==> src/rtl/fixed_to_float_seq_pkg.sv <==
// Shared single-precision float definitions.
// Field widths, exponent bias and slice/pack helpers for the IEEE-754 single
// format. The same package is meant to be imported by every float-domain block
// (fixed<->float converters, multiplier, adder/subtractor), so they all agree
// on field layout.
package fixed_to_float_seq_pkg;

  localparam int FP_W      = 32;
  localparam int FP_BIAS   = 127;
  localparam int FP_EXP_W  = 8;
  localparam int FP_MANT_W = 23;

  function automatic logic fp_sign(input logic [FP_W-1:0] f);
    return f[FP_W-1];
  endfunction

  function automatic logic [FP_EXP_W-1:0] fp_exp(input logic [FP_W-1:0] f);
    return f[FP_W-2 -: FP_EXP_W];
  endfunction

  function automatic logic [FP_MANT_W-1:0] fp_mant(input logic [FP_W-1:0] f);
    return f[FP_MANT_W-1:0];
  endfunction

  function automatic logic [FP_W-1:0] fp_pack(input logic                 s,
                                               input logic [FP_EXP_W-1:0]  e,
                                               input logic [FP_MANT_W-1:0] m);
    return {s, e, m};
  endfunction

endpackage

==> src/rtl/fixed_to_float_seq_abs.sv <==
// Sign/magnitude split of a two's-complement word.
// Ports:
//   data  in  WIDTH  signed operand
//   sign  out 1      data[WIDTH-1]
//   mag   out WIDTH  |data| as an unsigned WIDTH-bit value
// The magnitude keeps the full WIDTH bits, so the most negative input
// (-2^(WIDTH-1)) maps to 2^(WIDTH-1) without overflow.
module fixed_abs #(
  parameter int WIDTH = 22
) (
  input  logic [WIDTH-1:0] data,
  output logic             sign,
  output logic [WIDTH-1:0] mag
);

  always_comb begin
    sign = data[WIDTH-1];
    mag  = sign ? (~data + WIDTH'(1)) : data;
  end

endmodule

==> src/rtl/fixed_to_float_seq.sv <==
// Sequential signed fixed-point to IEEE-754 single converter.
// The magnitude is normalised one bit per clock, so latency depends on the
// number of leading zeros (at most WIDTH edges after the accepting edge; a
// zero operand takes one edge).
// Ports:
//   clk     in  1      rising-edge clock
//   reset   in  1      asynchronous, active-high
//   enable  in  1      request level, held until done has been consumed
//   data    in  WIDTH  signed fixed-point operand, value = data / 2^FRAC_BITS
//   result  out 32     IEEE-754 single, valid while done=1
//   done    out 1      high from completion until enable falls
// Handshake: a request is accepted on an edge where the converter is idle and
// enable=1. done rises together with result and stays up while enable stays
// high. The converter returns to idle on the first edge with enable=0; a new
// request needs enable low for at least one edge. Dropping enable before done
// aborts the conversion with result untouched.
module fixed_to_float_seq
  import fixed_to_float_seq_pkg::*;
#(
  parameter int WIDTH     = 22,
  parameter int FRAC_BITS = 20
) (
  input  logic             clk,
  input  logic             reset,
  input  logic             enable,
  input  logic [WIDTH-1:0] data,
  output logic [31:0]      result,
  output logic             done
);

  // Shift count never exceeds WIDTH-1.
  localparam int CNT_W = (WIDTH > 2) ? $clog2(WIDTH) : 1;
  // Exponent of a value whose leading one sits at bit WIDTH-1 of mag.
  localparam logic [FP_EXP_W-1:0] EXP_TOP = FP_EXP_W'(FP_BIAS + WIDTH - 1 - FRAC_BITS);

  typedef enum logic [1:0] {
    ST_IDLE = 2'd0,
    ST_NORM = 2'd1,
    ST_HOLD = 2'd2
  } state_e;

  state_e             state_q, state_d;
  logic               sign_q, sign_d;
  logic [WIDTH-1:0]   mag_q, mag_d;
  logic [CNT_W-1:0]   cnt_q, cnt_d;
  logic               zero_q, zero_d;
  logic [31:0]        result_q, result_d;
  logic               done_q, done_d;

  logic               in_sign;
  logic [WIDTH-1:0]   in_mag;
  logic [FP_EXP_W-1:0]  exp_field;
  logic [FP_MANT_W-1:0] mant_field;
  logic [31:0]        packed_word;

  fixed_abs #(.WIDTH(WIDTH)) u_abs (
    .data (data),
    .sign (in_sign),
    .mag  (in_mag)
  );

  // Pack: once mag[WIDTH-1] is set it is the hidden bit. Left-aligning mag
  // into 25 bits puts the hidden bit at bit 24, so bits 23:1 are the
  // mantissa for any WIDTH in 2..25 (bit 0 is only non-zero when WIDTH=25
  // and mag=2^24, where it is zero anyway).
  always_comb begin
    exp_field   = EXP_TOP - FP_EXP_W'(cnt_q);
    mant_field  = FP_MANT_W'((25'(mag_q) << (25 - WIDTH)) >> 1);
    packed_word = fp_pack(sign_q, exp_field, mant_field);
  end

  always_comb begin
    state_d  = state_q;
    sign_d   = sign_q;
    mag_d    = mag_q;
    cnt_d    = cnt_q;
    zero_d   = zero_q;
    result_d = result_q;
    done_d   = done_q;
    case (state_q)
      ST_IDLE: begin
        done_d = 1'b0;
        if (enable) begin
          sign_d  = in_sign;
          mag_d   = in_mag;
          cnt_d   = '0;
          zero_d  = (data == '0);
          state_d = ST_NORM;
        end
      end
      ST_NORM: begin
        if (!enable) begin
          // Initiator withdrew: abandon silently, result untouched.
          state_d = ST_IDLE;
        end else if (zero_q) begin
          result_d = 32'h0000_0000;
          done_d   = 1'b1;
          state_d  = ST_HOLD;
        end else if (!mag_q[WIDTH-1]) begin
          mag_d = mag_q << 1;
          cnt_d = cnt_q + CNT_W'(1);
        end else begin
          result_d = packed_word;
          done_d   = 1'b1;
          state_d  = ST_HOLD;
        end
      end
      ST_HOLD: begin
        if (!enable) begin
          done_d  = 1'b0;
          state_d = ST_IDLE;
        end
      end
      default: begin
        done_d  = 1'b0;
        state_d = ST_IDLE;
      end
    endcase
  end

  always_ff @(posedge clk or posedge reset) begin
    if (reset) begin
      state_q  <= ST_IDLE;
      sign_q   <= 1'b0;
      mag_q    <= '0;
      cnt_q    <= '0;
      zero_q   <= 1'b0;
      result_q <= 32'h0000_0000;
      done_q   <= 1'b0;
    end else begin
      state_q  <= state_d;
      sign_q   <= sign_d;
      mag_q    <= mag_d;
      cnt_q    <= cnt_d;
      zero_q   <= zero_d;
      result_q <= result_d;
      done_q   <= done_d;
    end
  end

  assign result = result_q;
  assign done   = done_q;

endmodule

==> config.mk <==
export PLATFORM = sky130hd
export DESIGN_NAME = fixed_to_float_seq
export DESIGN_NICKNAME = d
export VERILOG_FILES = /design/src/rtl/fixed_to_float_seq_pkg.sv /design/src/rtl/fixed_to_float_seq_abs.sv /design/src/rtl/fixed_to_float_seq.sv
export SDC_FILE = /design/constraint.sdc
export NUM_CORES = 1
export LEC_CHECK = 0
export BUFFER_PORTS_ARGS = -buffer_cell sky130_fd_sc_hd__buf_2
export CORE_ASPECT_RATIO = 0.9
export CORE_MARGIN = 8
export CORE_UTILIZATION = 40
export CTS_CLUSTER_SIZE = 20
export DETAILED_ROUTE_END_ITERATION = 7
export PLACE_DENSITY = 0.67
export SLEW_MARGIN = 40
export SYNTH_ARGS = -nofsm -noshare
export SYNTH_HDL_FRONTEND = slang
export SYNTH_SLANG_ARGS = --single-unit
==> constraint.sdc <==
create_clock -name clk -period 5 [get_ports clk]
set_input_delay 0.75 -clock clk [delete_from_list [all_inputs] [get_ports clk]]
set_output_delay 0.75 -clock clk [all_outputs]
set_load 0.02 [all_outputs]
== Yosys cells after proc, flatten, opt, wreduce, memory -nomap -nowiden ==
Index checks and enable logic that the tools add are counted.

* $add $sub $neg: 3
* Multipliers: 0
* Divide/modulo/power cells: 0
* Order comparisons: 0
* Eq/ne operators: 9
* Shift-type cells: 0
* Muxes and demuxes: 24
* Bitwise logic cells: 1
* Reductions and logical operators: 10

{| class="wikitable"
|+ Operator list
! operator !! number
|-
| 2-to-1 mux 22 bit || 5
|-
| 2-to-1 mux 32 bit || 2
|-
| one-hot mux 22 bit (2 select lines) || 1
|-
| adder 22 x 1 -> 22 bit, second input constant || 1
|-
| zero test 22 bit || 1
|-
| inverter 22 bit || 1
|-
| 2-to-1 mux 5 bit || 4
|-
| 2-to-1 mux 2 bit || 5
|-
| != test 2 bit, second input constant || 5
|-
| one-hot mux 5 bit (2 select lines) || 1
|-
| AND reduction 3 bit || 3
|-
| subtractor 8 x 5 -> 8 bit, first input constant || 1
|-
| one-hot mux 2 bit (3 select lines) || 1
|-
| adder 5 x 1 -> 5 bit, second input constant || 1
|-
| AND reduction 5 bit || 1
|-
| 2-to-1 mux 1 bit || 4
|-
| != test 4 bit, second input constant || 1
|-
| AND reduction 4 bit || 1
|-
| nonzero test 2 bit || 2
|-
| != test 3 bit, second input constant || 1
|-
| equality test 2 x 1 -> 1 bit, second input constant || 1
|-
| equality test 2 bit, second input constant || 1
|-
| zero test 2 bit || 1
|-
| one-hot mux 1 bit (2 select lines) || 1
|-
| AND reduction 2 bit || 1
|}

* Bits in registers: 64
* Latch bits: 0
* RAM bits: 0
* Bits in read-only memories: 0
* Input bits: 25
* Word-level logic and storage cells: 55
* Memories kept: 0

== Logic depth before layout (Yosys ltp) ==
Gate-level depths: netlist of run 1.

* Word-level depth: 5
* Gate-level depth with buffers: 7
* Gate-level depth less buffers: 7

== Modules after synthesis ==
From an unflattened synthesis of run 1, not the netlist that was laid out.

* Cells, all modules: 337
* Area total of the unflattened synthesis: 3414.5 µm²

{| class="wikitable"
|+ Modules (own cells, without submodules)
! module !! instances !! cells each !! area an instance (µm²) !! sequential area each (µm²)
|-
| fixed_to_float_seq || 1 || 268 || 2916.5 || 1551.5
|-
| fixed_abs || 1 || 69 || 498.0 || 0.0
|}

== Worst setup path after synthesis of run 1 ==
OpenSTA, ideal clock, no wires.

* Path kind: input -> register
* From: input port data[0]
* To: register mag_q[18]
* Setup time: 104 ps
* Arrival: 2304 ps
* Path slack: 2592 ps
* Cell stages on the path: 7
* Path through: inv_1 -> ha_1 -> or3b_2 -> nand3b_1 -> o41ai_2 -> xor2_1 -> a221oi_1

* Cells in the longest elaborated chain, start to end: 5

{| class="wikitable"
|+ Ends and longest elaborated chain
! element !! line !! source
|-
| from (decl) || fixed_to_float_seq.sv:26 || <nowiki>input logic [WIDTH-1:0] data,</nowiki>
|-
| inverter 22 bit || fixed_to_float_seq_abs.sv:18 || <nowiki>mag = sign ? (~data + WIDTH'(1)) : data;</nowiki>
|-
| adder 22 x 1 -> 22 bit || fixed_to_float_seq_abs.sv:18 ||
|-
| 2-to-1 mux 22 bit || fixed_to_float_seq_abs.sv:18 ||
|-
| 2-to-1 mux 22 bit || fixed_to_float_seq.sv:83 || <nowiki>if (enable) begin</nowiki>
|-
| one-hot mux 22 bit (2 select lines) || fixed_to_float_seq.sv:80 || <nowiki>case (state_q)</nowiki>
|-
| to (signal assigned) || fixed_to_float_seq.sv:133 || <nowiki>mag_q <= mag_d;</nowiki>
|-
| to (decl) || fixed_to_float_seq.sv:44 || <nowiki>logic [WIDTH-1:0] mag_q, mag_d;</nowiki>
|}

No other way between the ends. The select of a mux whose other input is x is not followed.
A chain may end at the register's enable or synchronous reset.

==> reports/results.txt, run 1 <==
PnR Total Power: 2135 uW
fin nets: 422
Post-CTS Setup Repair Bufs: 0
total CTS buffers: 9
crit path cell chain: o21a_1 -> nand2b_1 -> inv_1 -> nand2_1 -> nor2_1 -> a22o_1
WL/cell: 15.04 um
synth top area cells: dfrtp_1 48%, o21ai_0 5.8%, nand2b_1 5.3%
worst vdd ir: 0.1517 mV
CTS tree: yes
Crit. End Element: flop
FF+latch count, synth: 62
Synth area leader: dfrtp_1
RSZ-0062 raised after global routing: no
DP Area: 3541 sq um
DRC viols: 0
Syn Std Cell Area: 3203 sq um
clock sinks: 62
maximum clock rate: 0.3982 GHz
port bufs: 55
CTS HTree Levels: 3
Max-Cap Viols: 0
Setup WS pre-CTS: 2.258 ns
Final Hold Violating Endpoints: 0
Post-synth EDFFs: 0
worst slew pin tran: 0.7498 ns
worst clock skew: 0.01097 ns
clk buf depth: 2
initial core utilization: 0.4048
share of cells above drive strength 1: 0.2180
slowest library cell on the worst path: dfrtp_2
mean area per synthesized cell: 9.257 sq um
WL final: 7.490 mm
IO Pins: 58
worst path arrival time: 2.74 ns
pin count of the biggest net entering global routing: 63
run status: complete, no violations
die height: 100.9 um
Core ar.: 7913 sq um
Max-slew headroom: 0.5001
CTS root buf: clkbuf_8
Critical Path Source Type: flop
Distinct cells, synth: 41
Final Max Tran Viols: 0
gpl congestion: 0.7866
PwrDens: 567.9 nW/um^2
Clk pin slew, worst setup/hold paths: 0.07 ns
post-CTS resize count: 0
worst path bufs/invs: 1
total congestion overflow: 0
Fin Setup TNS: 0 ns
ys async rst share: 1.000
initial DRC count: 240
Tcrit/Tclk final: 0.5022
Crit path max-delay family: simple AND/OR/NAND/NOR gates
Final HPWL DP: 5.486 mm
Max stage delay on crit path: 0.65 ns
min Tclk post-route: 2.511 ns
die boundary width: 110.3 um
Initial DRT Pass Iterations: 4
Seq/Total Area, Yosys: 0.4844
vias: 2581
vias in the first global route: 2433
GRT Util Overall: 0.1399
final core utilization: 0.4752
initial antenna violation count: 0
cell area after layout: 3760 sq um
first-pass GRT wire length: 12.26 mm
Syn Inst Count: 346
Inserted Diodes: 0
Hold Crit Class: reg -> reg
Post-CTS Hold Buffers: 0
DRT antenna net count: 0
final setup violation count: 0
Die ar.: 11130 sq um
crit path setup slack, layout: 2.489 ns
Main synth FF type: dfrtp_1
Rows: 31
critical path fanouts, max: 32
Area Growth Syn to Fin: 17.38%
yosys warns: 0
share of Yosys cell area claimed by the top area cell type: 0.4844
critical path class: reg -> reg
leakage: 0.001766 uW
drt via density: 5.183
Worst EP required: 5.23 ns
clock latency on the worst-skew pair: 0.34 ns
[worst min-delay path: stages, from the launching register on]
cell and delay (ns):
dfrtp_1 0.34, nand2_1 0.04, o21ai_0 0.06
[metal layers]
layer	GRT usage	vias to the layer above	wire length, um
met5	0	-	0
met4	0.04299	0	93
li1	-	1311	-
met3	0.04284	8	593
met2	0.1781	77	2936
met1	0.2144	1185	3867
[cell families after synthesis]
family                   count (synthesis)  synth area share
AND/OR/NAND/NOR                        133            0.2121
buffers and inverters                   30           0.03750
flip-flops                              62            0.4844
multiplexers                             2          0.006641
other                                    1          0.001171
adder cells (fa/ha/maj)                  3           0.01172
AO/OA/AOI/OAI                           95            0.1918
XOR/XNOR                                20           0.05469
[placed cells by master, fill, tap and decap left out, types with 2 or more instances in the layout]
| cell | n |
|---|---|
| a21oi_1 | 15 |
| a221oi_1 | 5 |
| a22o_1 | 3 |
| a31oi_1 | 4 |
| and3_1 | 2 |
| buf_2 | 55 |
| buf_4 | 2 |
| bufinv_16 | 2 |
| clkbuf_8 | 9 |
| clkinv_2 | 2 |
| conb_1 | 2 |
| dfrtp_1 | 61 |
| ha_1 | 3 |
| inv_1 | 7 |
| nand2_1 | 44 |
| nand2b_1 | 27 |
| nand3_1 | 5 |
| nand3b_1 | 2 |
| nand4_1 | 2 |
| nor2_1 | 28 |
| nor2b_1 | 2 |
| nor3_1 | 4 |
| nor4_1 | 5 |
| o211ai_1 | 2 |
| o21ai_0 | 37 |
| o22a_1 | 2 |
| o22ai_1 | 8 |
| o31ai_1 | 10 |
| o41ai_1 | 2 |
| o41ai_2 | 2 |
| or3_1 | 4 |
| or3b_2 | 2 |
| or4_4 | 4 |
| xnor2_1 | 6 |
| xor2_1 | 14 |
[path summary, 6_finish.rpt]
check,from,end,slack [ns],depth (start not counted)
max in group asynchronous,reset,zero_q,4.06,3
min in group asynchronous,reset,result[6],0.53,3
min reg2reg,result[6],result[6],0.47,2
max reg2reg,zero_q,zero_q,2.49,6
min,result[6],result[6],0.47,2
max,zero_q,zero_q,2.49,6
[cells in the mapped netlist (all sizes together) (4+ instances only)]
| master | number |
|---|---|
| dfrtp | 62 |
| nand2 | 44 |
| o21ai | 37 |
| nor2 | 29 |
| nand2b | 27 |
| clkbuf | 18 |
| a21oi | 15 |
| xor2 | 14 |
| o31ai | 10 |
| inv | 8 |
| o22ai | 8 |
| xnor2 | 6 |
| a221oi | 5 |
| nand3 | 5 |
| nor4 | 5 |
| a31oi | 4 |
| buf | 4 |
| nor3 | 4 |
| o41ai | 4 |
| or3 | 4 |
| or4 | 4 |
[layout make-up]
| cell class | count | area (sq um) |
|---|---|---|
| multi-input combinational | 255 | 1538 |
| clock inverter | 6 | 86.33 |
| inverter | 8 | 30.03 |
| timing repair buffer | 58 | 301.5 |
| sequential | 62 | 1553 |
| tap | 99 | 123.9 |
| fill | 819 | 4153 |
| clock buffer | 10 | 127.6 |
[sequential cells by signal, indices dropped and copies added, names as in the netlist]
name	flops
cnt_q	5
done	1
mag_q	22
sign_q	1
result	30
zero_q	1
state_q	2
[power breakdown]
group / leakage (uW) / internal [uW] / switching (uW)
Clock: 0.000106 / 280 / 192
Sequential: 0.000773 / 716 / 161
Combinational: 0.000886 / 287 / 500
[stage by stage]
| stage | hold WS (ns) | cells |
|---|---|---|
| after global routing | 0.5079 | 498 |
| after detailed placement | 0.4649 | 482 |
| after global placement | 0.4611 | 482 |
| after floorplan | 0.4509 | 347 |
| after CTS | 0.4812 | 498 |
| final | 0.4744 | 498 |
(Power assumes the default switching activity.)
==> run 2, diff against run 1 <==
--- a/config.mk
+++ b/config.mk
@@ -5,13 +5,14 @@
 export SDC_FILE = /design/constraint.sdc
 export NUM_CORES = 1
 export LEC_CHECK = 0
+export ABC_AREA = 1
 export BUFFER_PORTS_ARGS = -buffer_cell sky130_fd_sc_hd__buf_2
 export CORE_ASPECT_RATIO = 0.9
 export CORE_MARGIN = 8
 export CORE_UTILIZATION = 40
 export CTS_CLUSTER_SIZE = 20
 export DETAILED_ROUTE_END_ITERATION = 7
-export PLACE_DENSITY = 0.67
+export PLACE_DENSITY = 0.66
 export SLEW_MARGIN = 40
 export SYNTH_ARGS = -nofsm -noshare
 export SYNTH_HDL_FRONTEND = slang
==> constraint.sdc (replaced) <==
create_clock -name clk -period 2.45 [get_ports clk]
set_input_delay 0.3675 -clock clk [delete_from_list [all_inputs] [get_ports clk]]
set_output_delay 0.3675 -clock clk [all_outputs]
set_load 0.02 [all_outputs]
==> run 2 against run 1 <==
- die area grew 0.17%
- clock skew shrank 0.0032 ns
- combinational power grew 120%
- fmax grew 21%
- non-clock buffer count grew 3
- cell count grew 13%
- total power grew 120%
- critical endpoint is now result[30]
- synthesized cell count grew 16%
- highest routed layer unchanged
- hold slack lost 0.37 ns
- sequential power grew 100%
- first-iteration DRC count shrank 26%
==> reports/results.txt, run 2 <==
run status: complete, no violations
net switching power figure: 1803 uW (+110%)
most common cell after layout, fill and taps aside: nand2_1
Final HPWL DP: 6.031 mm (+9.9%)
clock latency on the worst-skew pair: 0.35 ns (about the same)
Internal: 2799 uW (+120%)
critical path class: reg -> reg
worst r2r src: zero_q
worst slew pin tran: 0.6374 ns (-0.1124 ns)
Inserted Diodes: 0 (unchanged)
sw frac: 0.3918 (-0.007779)
crit path cell chain: inv_2 -> a21oi_2 -> inv_2 -> nor2_2 -> inv_2 -> nor2_4 -> inv_2 -> o21ai_0
Clk pin slew, worst setup/hold paths: 0.07 ns (about the same)
vias: 2902 (+12%)
Synth area leader: dfrtp_1
CTS tree: yes
Crit. End Element: flop
die height: 101.0 um (about the same)
Post-CTS Hold Buffers: 0 (unchanged)
CTS HTree Levels: 3 (unchanged)
Final Hold Violating Endpoints: 0 (unchanged)
critical path fanouts, max: 32 (unchanged)
Die ar.: 11150 sq um (+0.17%)
drt via density: 5.173 (-0.19%)
WL final: 8.218 mm (+9.7%)
Rows: 31 (unchanged)
r2r setup slk: 0.37 ns (-2.12 ns)
die boundary width: 110.4 um (about the same)
Critical Path Source Type: flop
worst clock skew: 0.007768 ns (-0.003200 ns)
synth top area cells: dfrtp_1 48%, nand2_1 10%, nand3_1 6.2%
Syn Std Cell Area: 3209 sq um (+0.20%)
WHS: 0.1003 ns (-0.3742 ns)
cell with the most instances after synthesis: nand2_1
share of Yosys cell area claimed by the top area cell type: 0.4834 (-0.0009442)
PnR Total Power: 4603 uW (+120%)
Seq/Total Area, Yosys: 0.4834 (-0.0009442)
top sig layer: met4
Post-CTS Setup Repair Bufs: 0 (unchanged)
worst path arrival time: 2.34 ns (-0.40 ns)
yosys warns: 0 (unchanged)
maximum clock rate: 0.4804 GHz (+21%)
Crit path max-delay family: buffers and inverters
Initial DRT Pass Iterations: 5 (+1)
Final Max Tran Viols: 0 (unchanged)
share of cells above drive strength 1: 0.2143 (-0.003759)
post-CTS resize count: 0 (unchanged)
clk buf depth: 2 (unchanged)
worst path bufs/invs: 4 (+3)
min Tclk post-route: 2.082 ns (-0.4293 ns)
Area Growth Syn to Fin: 19.30%
DRC viols: 0 (unchanged)
M1 wire length: 3.894 mm (+0.70%)
crit path launch: zero_q
CP dominant cell by count: inv_2
ys async rst share: 1.000 (unchanged)
initial DRC count: 177 (-26%)
initial antenna violation count: 0 (unchanged)
clock share of power: 0.244 (+0.023)
Max stage delay on crit path: 0.46 ns (-0.19 ns)
synth cell count leaders: 88 x nand2_1, 62 x dfrtp_1, 43 x nor2_1, 40 x nand3_1, 39 x inv_1
final setup violation count: 0 (unchanged)
vias in the first global route: 2895 (+19%)
fin nets: 485 (+15%)
total congestion overflow: 0 (unchanged)
Hold Crit Class: in -> async
first-pass GRT wire length: 14.08 mm (+15%)
Layout fillers: 783 (-4.4%)
Distinct cells, synth: 36 (-12%)
Max-slew headroom: 0.5735 (+0.07336)
total CTS buffers: 9 (unchanged)
gpl congestion: 0.8275 (+5.2%)
port bufs: 55 (unchanged)
slowest library cell on the worst path: nor2_4
worst vdd ir: 0.3025 mV (+99%)
Seq pwr share: 0.380 (-0.030)
commonest non-fill, non-tap cells in the layout: 88 x nand2_1, 62 x dfrtp_1, 55 x buf_2
GRT Util Overall: 0.1537 (+0.01381)
mean area per synthesized cell: 8.003 sq um (-14%)
Post-synth EDFFs: 0 (unchanged)
Core ar.: 7913 sq um (unchanged)
met3 routed WL: 501 um (-16%)
Worst EP required: 2.71 ns (-2.52 ns)
max FFs per register: 30 (unchanged)
Comb power frac: 0.376 (+0.007)
Max-Cap Viols: 0 (unchanged)
Fin Setup TNS: 0 ns (unchanged)
clock sinks: 62 (unchanged)
leakage: 0.001941 uW (+9.9%)
IO Pins: 58 (unchanged)
met2 wire length: 3.650 mm (+24%)
RSZ-0062 raised after global routing: no
final core utilization: 0.4839 (+0.008697)
pin count of the biggest net entering global routing: 35 (-44%)
Setup WS pre-CTS: 0.4030 ns (-1.855 ns)
WL/cell: 14.65 um (-2.6%)
Main synth FF type: dfrtp_1
Tcrit/Tclk final: 0.8497 (+0.3475)
crit path setup slack, layout: 0.3683 ns (-2.121 ns)
PwrDens: 1202 nW/um^2 (+110%)
CTS root buf: clkbuf_8
DRT antenna net count: 0 (unchanged)
Syn Inst Count: 401 (+16%)
initial core utilization: 0.4056 (+0.0007906)
FF+latch count, synth: 62 (unchanged)
==> run 2: cell count changes in the layout (fill, tap and decap cells not counted), sizes merged, moves of 12 or more <==
cell	previous run	this run
nor2	29	47
a21oi	15	28
xor2	14	2
nand3	5	40
nand2	44	88
inv	8	45
nand2b	27	0
==> run 2: per-layer routing <==
layer	up-vias	GRT usage
li1	1432	-
met1	1349	0.2003
met2	103	0.2372
met3	18	0.03393
met4	0	0.07261
met5	-	0
==> run 2: power by group through the flow <==
stage               registers, uW  clock network [uW]  logic [uW]
floorplan                    2010                   0         930
detailed placement           1780                   0        1750
global placement             1760                   0        1730
finish                       1750                1120        1730
global route                 1820                1170        1940
CTS                          1760                1130        1760
==> run 2: final timing paths <==
path / end / cells after the start
min in group clk: state_q[1] / 3
setup reg to reg: result[30] / 8
hold reg to reg: result[27] / 2
hold / removal: result[27] / 2
setup / recovery: result[30] / 8
max in group asynchronous: result[21] / 3
==> run 2: worst register-to-register path, cell delays in order, from the launching register on <==
cell	delay (ns)
dfrtp_1	0.40
inv_2	0.07
a21oi_2	0.16
inv_2	0.05
nor2_2	0.11
inv_2	0.26
nor2_4	0.46
inv_2	0.27
o21ai_0	0.22
==> run 2: logic make-up after synthesis <==
family | after synthesis | synth area share
AOI/OAI and AO/OA | 85 | 0.1727
buffers and inverters | 63 | 0.08148
xor gates and xnor gates | 2 | 0.005459
DFF | 62 | 0.4834
adders and majority gates | 3 | 0.01170
other | 1 | 0.001168
and+or+nand+nor | 185 | 0.2441
==> run 2: area by class of cell <==
type                       instances  area, sq um  share of cell area
multi-input combinational        277         1400              0.3657
tap                               99        123.9             0.03235
inverter                          46        172.7             0.04510
timing repair buffer              61        332.8             0.08693
clock inverter                     5        106.4             0.02778
clock buffer                      11        141.4             0.03693
sequential                        62         1551              0.4052
==> run 2: metrics by stage <==
stage | cell area [sq um] | cells
after floorplan | 3213 | 402
after global placement | 3581 | 545
after detailed placement | 3581 | 545
after CTS | 3829 | 561
final | 3829 | 561
after global routing | 3829 | 561
==> run 3, diff against run 2 <==
==> constraint.sdc (replaced) <==
create_clock -name clk -period 2 [get_ports clk]
set_input_delay 0.3 -clock clk [delete_from_list [all_inputs] [get_ports clk]]
set_output_delay 0.3 -clock clk [all_outputs]
set_load 0.02 [all_outputs]
==> run 3 against run 2 <==
- largest power group unchanged
- critical path depth is 2 lower
- wire length fell by 2.6%
- largest cell class unchanged
- clock-buffer cell count decreased by 2
- final area decreased by 1.1%
- non-clock buffer count rose by 4
==> reports/results.txt, run 3 (synthesis gave the netlist of run 2 again) <==
crit path launch: state_q[1]
port bufs: 55 (unchanged)
CP dominant cell by count: inv_2
maximum clock rate: 0.6178 GHz (+29%)
WL final: 8.002 mm (-2.6%)
CTS HTree Levels: 3 (unchanged)
PnR Total Power: 5239 uW (+14%)
share of cells above drive strength 1: 0.2232 (+0.008890)
DRC viols: 0 (unchanged)
final core utilization: 0.4783 (-0.005535)
Inserted Diodes: 0 (unchanged)
Die ar.: 11150 sq um (unchanged)
Worst EP required: 2.26 ns (-0.45 ns)
total CTS buffers: 9 (unchanged)
critical path fanouts, max: 26 (-19%)
Fin Setup TNS: 0 ns (unchanged)
Initial DRT Pass Iterations: 4 (-1)
Max stage delay on crit path: 0.39 ns (-0.07 ns)
DRT antenna net count: 0 (unchanged)
slowest library cell on the worst path: dfrtp_1
initial antenna violation count: 0 (unchanged)
fin nets: 489 (+0.82%)
RSZ-0062 raised after global routing: no
worst clock skew: 0.007051 ns (-0.0007173 ns)
Area Growth Syn to Fin: 17.93%
worst path arrival time: 1.88 ns (-0.46 ns)
drt via density: 5.150 (-0.43%)
worst vdd ir: 0.4151 mV (+37%)
max FFs per register: 30 (unchanged)
initial DRC count: 177 (unchanged)
Clk pin slew, worst setup/hold paths: 0.08 ns (about the same)
CTS tree: yes
CTS root buf: clkbuf_8
worst r2r src: state_q[1]
Max-slew headroom: 0.5959 (+0.02238)
Max-Cap Viols: 0 (unchanged)
clock sinks: 62 (unchanged)
min Tclk post-route: 1.619 ns (-0.4631 ns)
clock latency on the worst-skew pair: 0.34 ns (about the same)
GRT Util Overall: 0.1507 (-0.002992)
Post-CTS Setup Repair Bufs: 0 (unchanged)
leakage: 0.001922 uW (-0.97%)
total congestion overflow: 0 (unchanged)
pin count of the biggest net entering global routing: 29 (-17%)
Rows: 31 (unchanged)
initial core utilization: 0.4056 (unchanged)
worst slew pin tran: 0.6053 ns (-0.03210 ns)
Core ar.: 7913 sq um (unchanged)
Setup WS pre-CTS: 0.3128 ns (-0.09013 ns)
final setup violation count: 0 (unchanged)
post-CTS resize count: 0 (unchanged)
first-pass GRT wire length: 13.86 mm (-1.6%)
most common cell after layout, fill and taps aside: nand2_1
PwrDens: 1384 nW/um^2 (+15%)
run status: complete, no violations
Final HPWL DP: 6.096 mm (+1.1%)
Hold Crit Class: in -> async
gpl congestion: 0.8306 (+0.37%)
WHS: 0.02253 ns (-0.07775 ns)
die boundary width: 110.4 um (unchanged)
die height: 101.0 um (unchanged)
commonest non-fill, non-tap cells in the layout: 88 x nand2_1, 62 x dfrtp_1, 55 x buf_2
clk buf depth: 2 (unchanged)
Critical Path Source Type: flop
crit path cell chain: inv_2 -> nand2_1 -> nor2_1 -> inv_2 -> o21ai_0 -> nor3b_1
Final Hold Violating Endpoints: 0 (unchanged)
Crit. End Element: flop
Final Max Tran Viols: 0 (unchanged)
vias: 2910 (+0.28%)
IO Pins: 58 (unchanged)
Tcrit/Tclk final: 0.8093 (-0.04037)
Post-CTS Hold Buffers: 0 (unchanged)
crit path setup slack, layout: 0.3814 ns (+0.01309 ns)
critical path class: reg -> reg
vias in the first global route: 2850 (-1.6%)
WL/cell: 14.16 um (-3.3%)
run 3: cell count changes in the layout (fill, tap and decap cells not counted), sizes merged:
cell / change
buf: +4
bufinv: -3
clkbuf: -2
clkinv: +2
clkinvlp: +2
inv: +1
run 3: metal layers:
layer,wire (um),vias up,global-route usage
met5,0,-,0
met4,212,0,0.06846
met3,566,19,0.04464
met2,3432,96,0.2212
met1,3791,1360,0.1995
li1,-,1435,-
run 3: area by class of cell:
class	instances	area, sq um
clock inverters	7	50.05
repair buffers	65	362.8
fillers	806	4128
clock buffers	9	123.9
well taps	99	123.9
inverters	46	172.7
flip-flops and latches	62	1551
multi-input cells	277	1400
run 3: final timing paths:
check / cells past startpoint / slack (ns) / endpoint
max reg2reg: 6 / 0.38 / cnt_q[3]
max: 6 / 0.38 / cnt_q[3]
min in group clk: 3 / 0.27 / mag_q[0]
max in group asynchronous: 3 / 1.39 / mag_q[16]
min: 2 / 0.02 / result[25]
min reg2reg: 2 / 0.48 / result[13]
run 3: metrics by stage:
stage	instances	instance area [sq um]
2_1_floorplan	402	3213
3_3_place_gp	549	3611
3_5_place_dp	549	3611
4_1_cts	565	3785
5_1_grt	565	3785
6_report	565	3785
run 3: worst max-delay path: cells and delay by family (launching register included):
family                 cells  cell delay [ns]
AND/OR/NAND/NOR            3             0.61
buffers and inverters      2             0.34
AO/OA/AOI/OAI              1             0.19
flip-flops                 1             0.39
run 3: report_power, final:
part / leakage, uW / internal [uW] / switching, uW
Clock: 0.0000816 / 450 / 528
Combinational: 0.00107 / 771 / 1340
Sequential: 0.000766 / 1800 / 341
Total: 0.00192 / 3020 / 2210
